--- src/rtl/shot_scheduler.sv ---
// shot_scheduler: four-slot shot scheduler with magazine, cooldown, per-frame motion and a registered pixel-hit output.
// Build option: define SHOT_SCHEDULER_AUTO_RELOAD_EN to refill an empty magazine on an idle frame_tick.
module shot_scheduler #(
    parameter int MAX_AMMO = 6,
    parameter int START_Y  = 424,
    parameter int SPEED    = 4,
    parameter int COOLDOWN = 8
) (
    input  logic       clk,
    input  logic       reset,
    input  logic       fire,
    input  logic       reload,
    input  logic       frame_tick,
    input  logic [9:0] hcount,
    input  logic [9:0] vcount,
    input  logic [9:0] pos_x,
    output logic [5:0] data,
    output logic       draw,
    output logic [2:0] ammo,
    output logic [3:0] busy
);
    localparam int              CD_W        = (COOLDOWN < 1) ? 1 : $clog2(COOLDOWN + 1);
    localparam logic [9:0]      START_Y_V   = 10'(START_Y);
    localparam logic [9:0]      SPEED_V     = 10'(SPEED);
    localparam logic [2:0]      AMMO_V      = 3'(MAX_AMMO);
    localparam logic [CD_W-1:0] COOLDOWN_V  = CD_W'(COOLDOWN);
    localparam logic [5:0]      SHOT_COLOUR = 6'b101010;

    logic [3:0]       active_q, active_d;
    logic [3:0][9:0]  x_q, x_d;
    logic [3:0][9:0]  y_q, y_d;
    logic [2:0]       ammo_q, ammo_d;
    logic [CD_W-1:0]  cd_q, cd_d;
    logic             fire_low_q;
    logic             draw_q;
    logic [5:0]       data_q;

    logic             fire_edge_s;
    logic             launch_s;
    logic             found_s;
    logic             auto_refill_s;
    logic [1:0]       slot_s;
    logic [3:0]       hit_s;

    // Slot, magazine and cooldown next-state.
    always_comb begin
        active_d    = active_q;
        x_d         = x_q;
        y_d         = y_q;
        ammo_d      = ammo_q;
        cd_d        = cd_q;
        slot_s      = 2'd0;
        found_s     = 1'b0;
        // fire_low_q is cleared by reset, so fire must be seen low once after release
        fire_edge_s = fire & fire_low_q;

        for (int i = 0; i < 4; i++) begin
            if (!active_q[i] && !found_s) begin
                slot_s  = 2'(i);
                found_s = 1'b1;
            end else begin
                found_s = found_s;
            end
        end

        launch_s = fire_edge_s && !reload && (ammo_q != 3'd0) &&
                   (cd_q == '0) && found_s;

`ifdef SHOT_SCHEDULER_AUTO_RELOAD_EN
        auto_refill_s = frame_tick && (ammo_q == 3'd0) && (active_q == 4'b0000);
`else
        auto_refill_s = 1'b0;
`endif

        if (frame_tick) begin
            if (cd_q != '0) begin
                cd_d = cd_q - CD_W'(1);
            end else begin
                cd_d = cd_q;
            end
            for (int i = 0; i < 4; i++) begin
                if (active_q[i]) begin
                    if (y_q[i] < SPEED_V) begin
                        active_d[i] = 1'b0;
                    end else begin
                        y_d[i] = y_q[i] - SPEED_V;
                    end
                end else begin
                    active_d[i] = active_q[i];
                end
            end
        end else begin
            cd_d = cd_q;
        end

        // The launched slot was inactive at cycle start, so the motion above never touched it.
        if (launch_s) begin
            active_d[slot_s] = 1'b1;
            x_d[slot_s]      = pos_x;
            y_d[slot_s]      = START_Y_V;
            ammo_d           = ammo_q - 3'd1;
            cd_d             = COOLDOWN_V;
        end else begin
            ammo_d = ammo_q;
        end

        if (reload && (active_q == 4'b0000)) begin
            ammo_d = AMMO_V;
            cd_d   = '0;
        end else if (auto_refill_s) begin
            ammo_d = AMMO_V;
        end else begin
            ammo_d = ammo_d;
        end
    end

    // Per-slot pixel hit test, sums widened to 11 bits so x+8 and y+10 never wrap.
    always_comb begin
        hit_s = 4'b0000;
        for (int i = 0; i < 4; i++) begin
            hit_s[i] = active_q[i]
                && ({1'b0, hcount} >= {1'b0, x_q[i]})
                && ({1'b0, hcount} <  ({1'b0, x_q[i]} + 11'd8))
                && ({1'b0, vcount} >= {1'b0, y_q[i]})
                && ({1'b0, vcount} <= ({1'b0, y_q[i]} + 11'd10));
        end
    end

    // Slot, magazine, cooldown and fire-history state.
    always_ff @(posedge clk or negedge reset) begin
        if (!reset) begin
            active_q   <= 4'b0000;
            x_q        <= '0;
            y_q        <= {4{START_Y_V}};
            ammo_q     <= AMMO_V;
            cd_q       <= '0;
            fire_low_q <= 1'b0;
        end else begin
            active_q   <= active_d;
            x_q        <= x_d;
            y_q        <= y_d;
            ammo_q     <= ammo_d;
            cd_q       <= cd_d;
            fire_low_q <= ~fire;
        end
    end

    // Registered pixel output, one clock after the hit.
    always_ff @(posedge clk or negedge reset) begin
        if (!reset) begin
            draw_q <= 1'b0;
            data_q <= 6'b000000;
        end else begin
            draw_q <= |hit_s;
            data_q <= (|hit_s) ? SHOT_COLOUR : 6'b000000;
        end
    end

    assign busy = active_q;
    assign ammo = ammo_q;
    assign draw = draw_q;
    assign data = data_q;

endmodule

--- config.mk ---
export PLATFORM = sky130hd
export DESIGN_NAME = shot_scheduler
export DESIGN_NICKNAME = d
export VERILOG_FILES = /design/src/rtl/shot_scheduler.sv
export SDC_FILE = /design/constraint.sdc
export NUM_CORES = 1
export LEC_CHECK = 0
export BUFFER_PORTS_ARGS = -buffer_cell sky130_fd_sc_hd__buf_2
export CORE_MARGIN = 2
export CORE_UTILIZATION = 35
export CTS_CLUSTER_SIZE = 8
export DETAILED_ROUTE_END_ITERATION = 8
export PLACE_DENSITY = 0.58
export SYNTH_ARGS = -nofsm -noshare
export SYNTH_HDL_FRONTEND = slang
export SYNTH_SLANG_ARGS = --single-unit
--- constraint.sdc ---
create_clock -name clk -period 4.06 [get_ports clk]
set_clock_uncertainty 0.15 [all_clocks]
set_input_delay 0.203 -clock clk [delete_from_list [all_inputs] [get_ports clk]]
set_output_delay 0.203 -clock clk [all_outputs]
set_load 0.05 [all_outputs]
==> summary.md <==
| Metric | Value |
|---|---|
| Power per cell area | 625 mW/mm^2 |
| Critical path peak fanout | 9 |
| IO buf count | 45 |
| Std-Cell Core Area | 0.0235 sq mm |
| Outcome | complete, no violations |
| Final Hold Viols | 0 |
| Setup TNS | 0 ps |
| Most common cell after layout, fill and taps aside | ha_1 |
| Number of global-route vias before repair | between 6,000 and 7,000 |
| Critical Path Sink Type | register |
| Pre-Repair DR Iteration Count | 5 |
| Required time worst endpoint | roughly 4200 ps |
| Final setup fails | 0 |
| Post-synthesis sequential area ratio | roughly 28% |
| Crit-path max cell delay | roughly 630 ps |
| Overall Global Routing Usage | roughly 17% |
| Final wirelength | 21,500 microns |
| Post-synthesis register bit count | 93 |
| RSZ-0062 raised after global routing | no |
| DIE AREA | between 0.02 and 0.03 sq mm |
| Vias after detailed routing | around 7,000 |
| Vias/cell | 5.17 |
| Wire per inst | between 15 and 20 microns |
| Most frequent cells in the layout | ha_1 (164), nand2_1 (98), inv_1 (89) |
| Lkg Pwr | between 4 and 5 nW |
| Post-synth EDFFs | 0 |
| Clock sink count | 93 |
| GPL Wtd Cong | roughly 0.82 |
| Antenna violations before repair | 0 |
| Post-CTS resize count | 0 |
| Die width | 159 microns |
| Antenna-violating nets left | 0 |
| Top FF cell, synth | dfrtp_1 |
| Yosys warning total | 0 |
| Syn_area_per_cell | between 8 and 9 sq um |
| DRC | 0 |
| Min Tclk post-route | about 3400 ps |
| Finished Core Util | 39.7% |
| Initial Util | 35.7% |
| Worst Tran Pin Value | 948 ps |
| Area grow syn2layout | 11.1% |
| Worst-Skew Late Latency | between 300 and 400 ps |
| Row cnt | 56 |
| Post-Synthesis Cells | approximately 1,000 |
| Layout cell share with drive strength beyond 1 | around a tenth |
| H-Tree Depth | 3 |
| Layout Nets | between 1,000 and 1,500 |
| FFs w/ async S/R, synth | between 90% and 100% |
| CTS max path bufs | 2 |
| Slew headroom | 36.8% |
| Cell variety after synth | 65 |
| Worst-path clk slew | ~70 ps |
| Cell Count, Final, Fillers Out | 1,349 |
| Max-cap violations | 0 |
| Min-Delay Path Class | primary input to register |
| Startpoint Class | register |
| Fmax | 0.298 GHz |
| DR iter-0 viols | about 410 |
| Crit path cell chain | inv_1 -> ha_1 -> a21oi_1 -> nor4_1 -> xnor2_1 -> ha_1 -> a21o_1 -> a21oi_1 -> o211ai_1 -> o211a_1 -> or3_1 -> a211o_1 -> nand4_1 |
| CTS tree | built |
| Crit path buffers/inverters | 1 |
| Peak supply drop | between 0.2 and 0.25 mV |
| Diode count | 0 |
| Crit Path Class | register to register |
| CTS Hold Bufs | 12 |
| # IOs | between 40 and 50 |
| Fin crit share | 82.7% |
| Worst endpoint data arrival time | about 3500 ps |
| CP top delay family | compound AO/OA/AOI/OAI gates |
| Mapped cell area | ~0.0084 sq mm |
| First-pass GRT wire length | between 30,000 and 40,000 microns |
| Hpwl dp | between 15,000 and 20,000 microns |
| Setup bufs post-CTS | 0 |
| Inst Count DP | around 1,300 |
| Max Slew Vio Count | 0 |
| Slowest cell on crit path | dfstp_2 |
| Root Buffer | clkbuf_16 |
| CTS buffer count | 9 |
| GRT overflow | 0 |
| Die height | around 160 microns |
| Largest net degree at the start of global routing | 69 |
[area by class of cell]
type	instances	area, sq um
inverters	95	357
clock inverters	5	42.5
fillers	2401	14200
multi-input cells	764	5560
repair buffers	62	385
well taps	319	399
flip-flops and latches	93	2350
clock buffers	11	253
[metal layers]
metal  track usage [%]  share of wire [%]
met1              25.0                 52
met2              28.0                 44
met3              1.82                2.5
met4              4.88                1.5
met5                 0                  0
[flip-flops by register name (all words and copies together), names as in the netlist]
register and flops:
ammo 3, x_q 40, cd_q 4, data 1, y_q 40, fire_low_q 1, busy 4
[synthesized netlist by cell type, types with 16 or more instances]
cell type	number	area share (%)
nand4_1	16	1.2
ha_1	164	24
a21o_1	21	1.9
nand2_1	98	4.4
xnor2_1	51	5.3
nand3_1	38	2.3
inv_1	89	4.0
nor3_1	28	1.7
dfrtp_1	75	22
o21ai_0	70	4.2
dfstp_2	18	5.6
nor2_1	55	2.5
a21oi_1	53	3.2
[cell families after synthesis]
| logic type | Yosys count | share of synthesized area (%) |
|---|---|---|
| buf+inv | 127 | 6.17 |
| mux | 4 | 0.476 |
| other cells | 1 | 0.0446 |
| simple gates | 309 | 18.3 |
| fa+ha+maj | 164 | 24.4 |
| flops | 93 | 27.9 |
| compound gates | 227 | 16.7 |
| xor+xnor | 57 | 5.93 |
[report_power, final]
group          total (mW)  switching [mW]  internal (mW)
sequential           1.74           0.435           1.30
combinational        3.24            1.83           1.40
clock               0.865           0.408          0.457
total                5.84            2.68           3.16
[worst paths after layout]
kind / from / endpoint / slack (ps) / cells after the start
max reg2reg: y_q[23] / data[3] / 700 / 13
max: y_q[23] / data[3] / 700 / 13
min in group asynchronous: reset / y_q[22] / 370 / 2
min: reload / ammo[2] / 20 / 3
max in group asynchronous: reset / ammo[1] / 2410 / 3
min reg2reg: y_q[10] / y_q[10] / 340 / 1
[stage by stage]
stage | power (mW) | area [sq um] | hold WS, ps | setup slack [ps]
floorplan | 4.18 | 8420 | -243 | 923
finish | 5.84 | 9350 | 22.2 | 703
detailed placement | 4.97 | 8930 | 223 | 717
CTS | 5.88 | 9350 | 21.5 | 693
global placement | 4.90 | 8930 | 220 | 770
global route | 6.46 | 9350 | 42.7 | 460
[worst min-delay path, delay by kind of cell]
kind / cells / cell delay (ps)
buffers and inverters: 1 / 120
and+or+nand+nor: 1 / 100
AOI/OAI and AO/OA: 1 / 100
(Power assumes the default switching activity.)
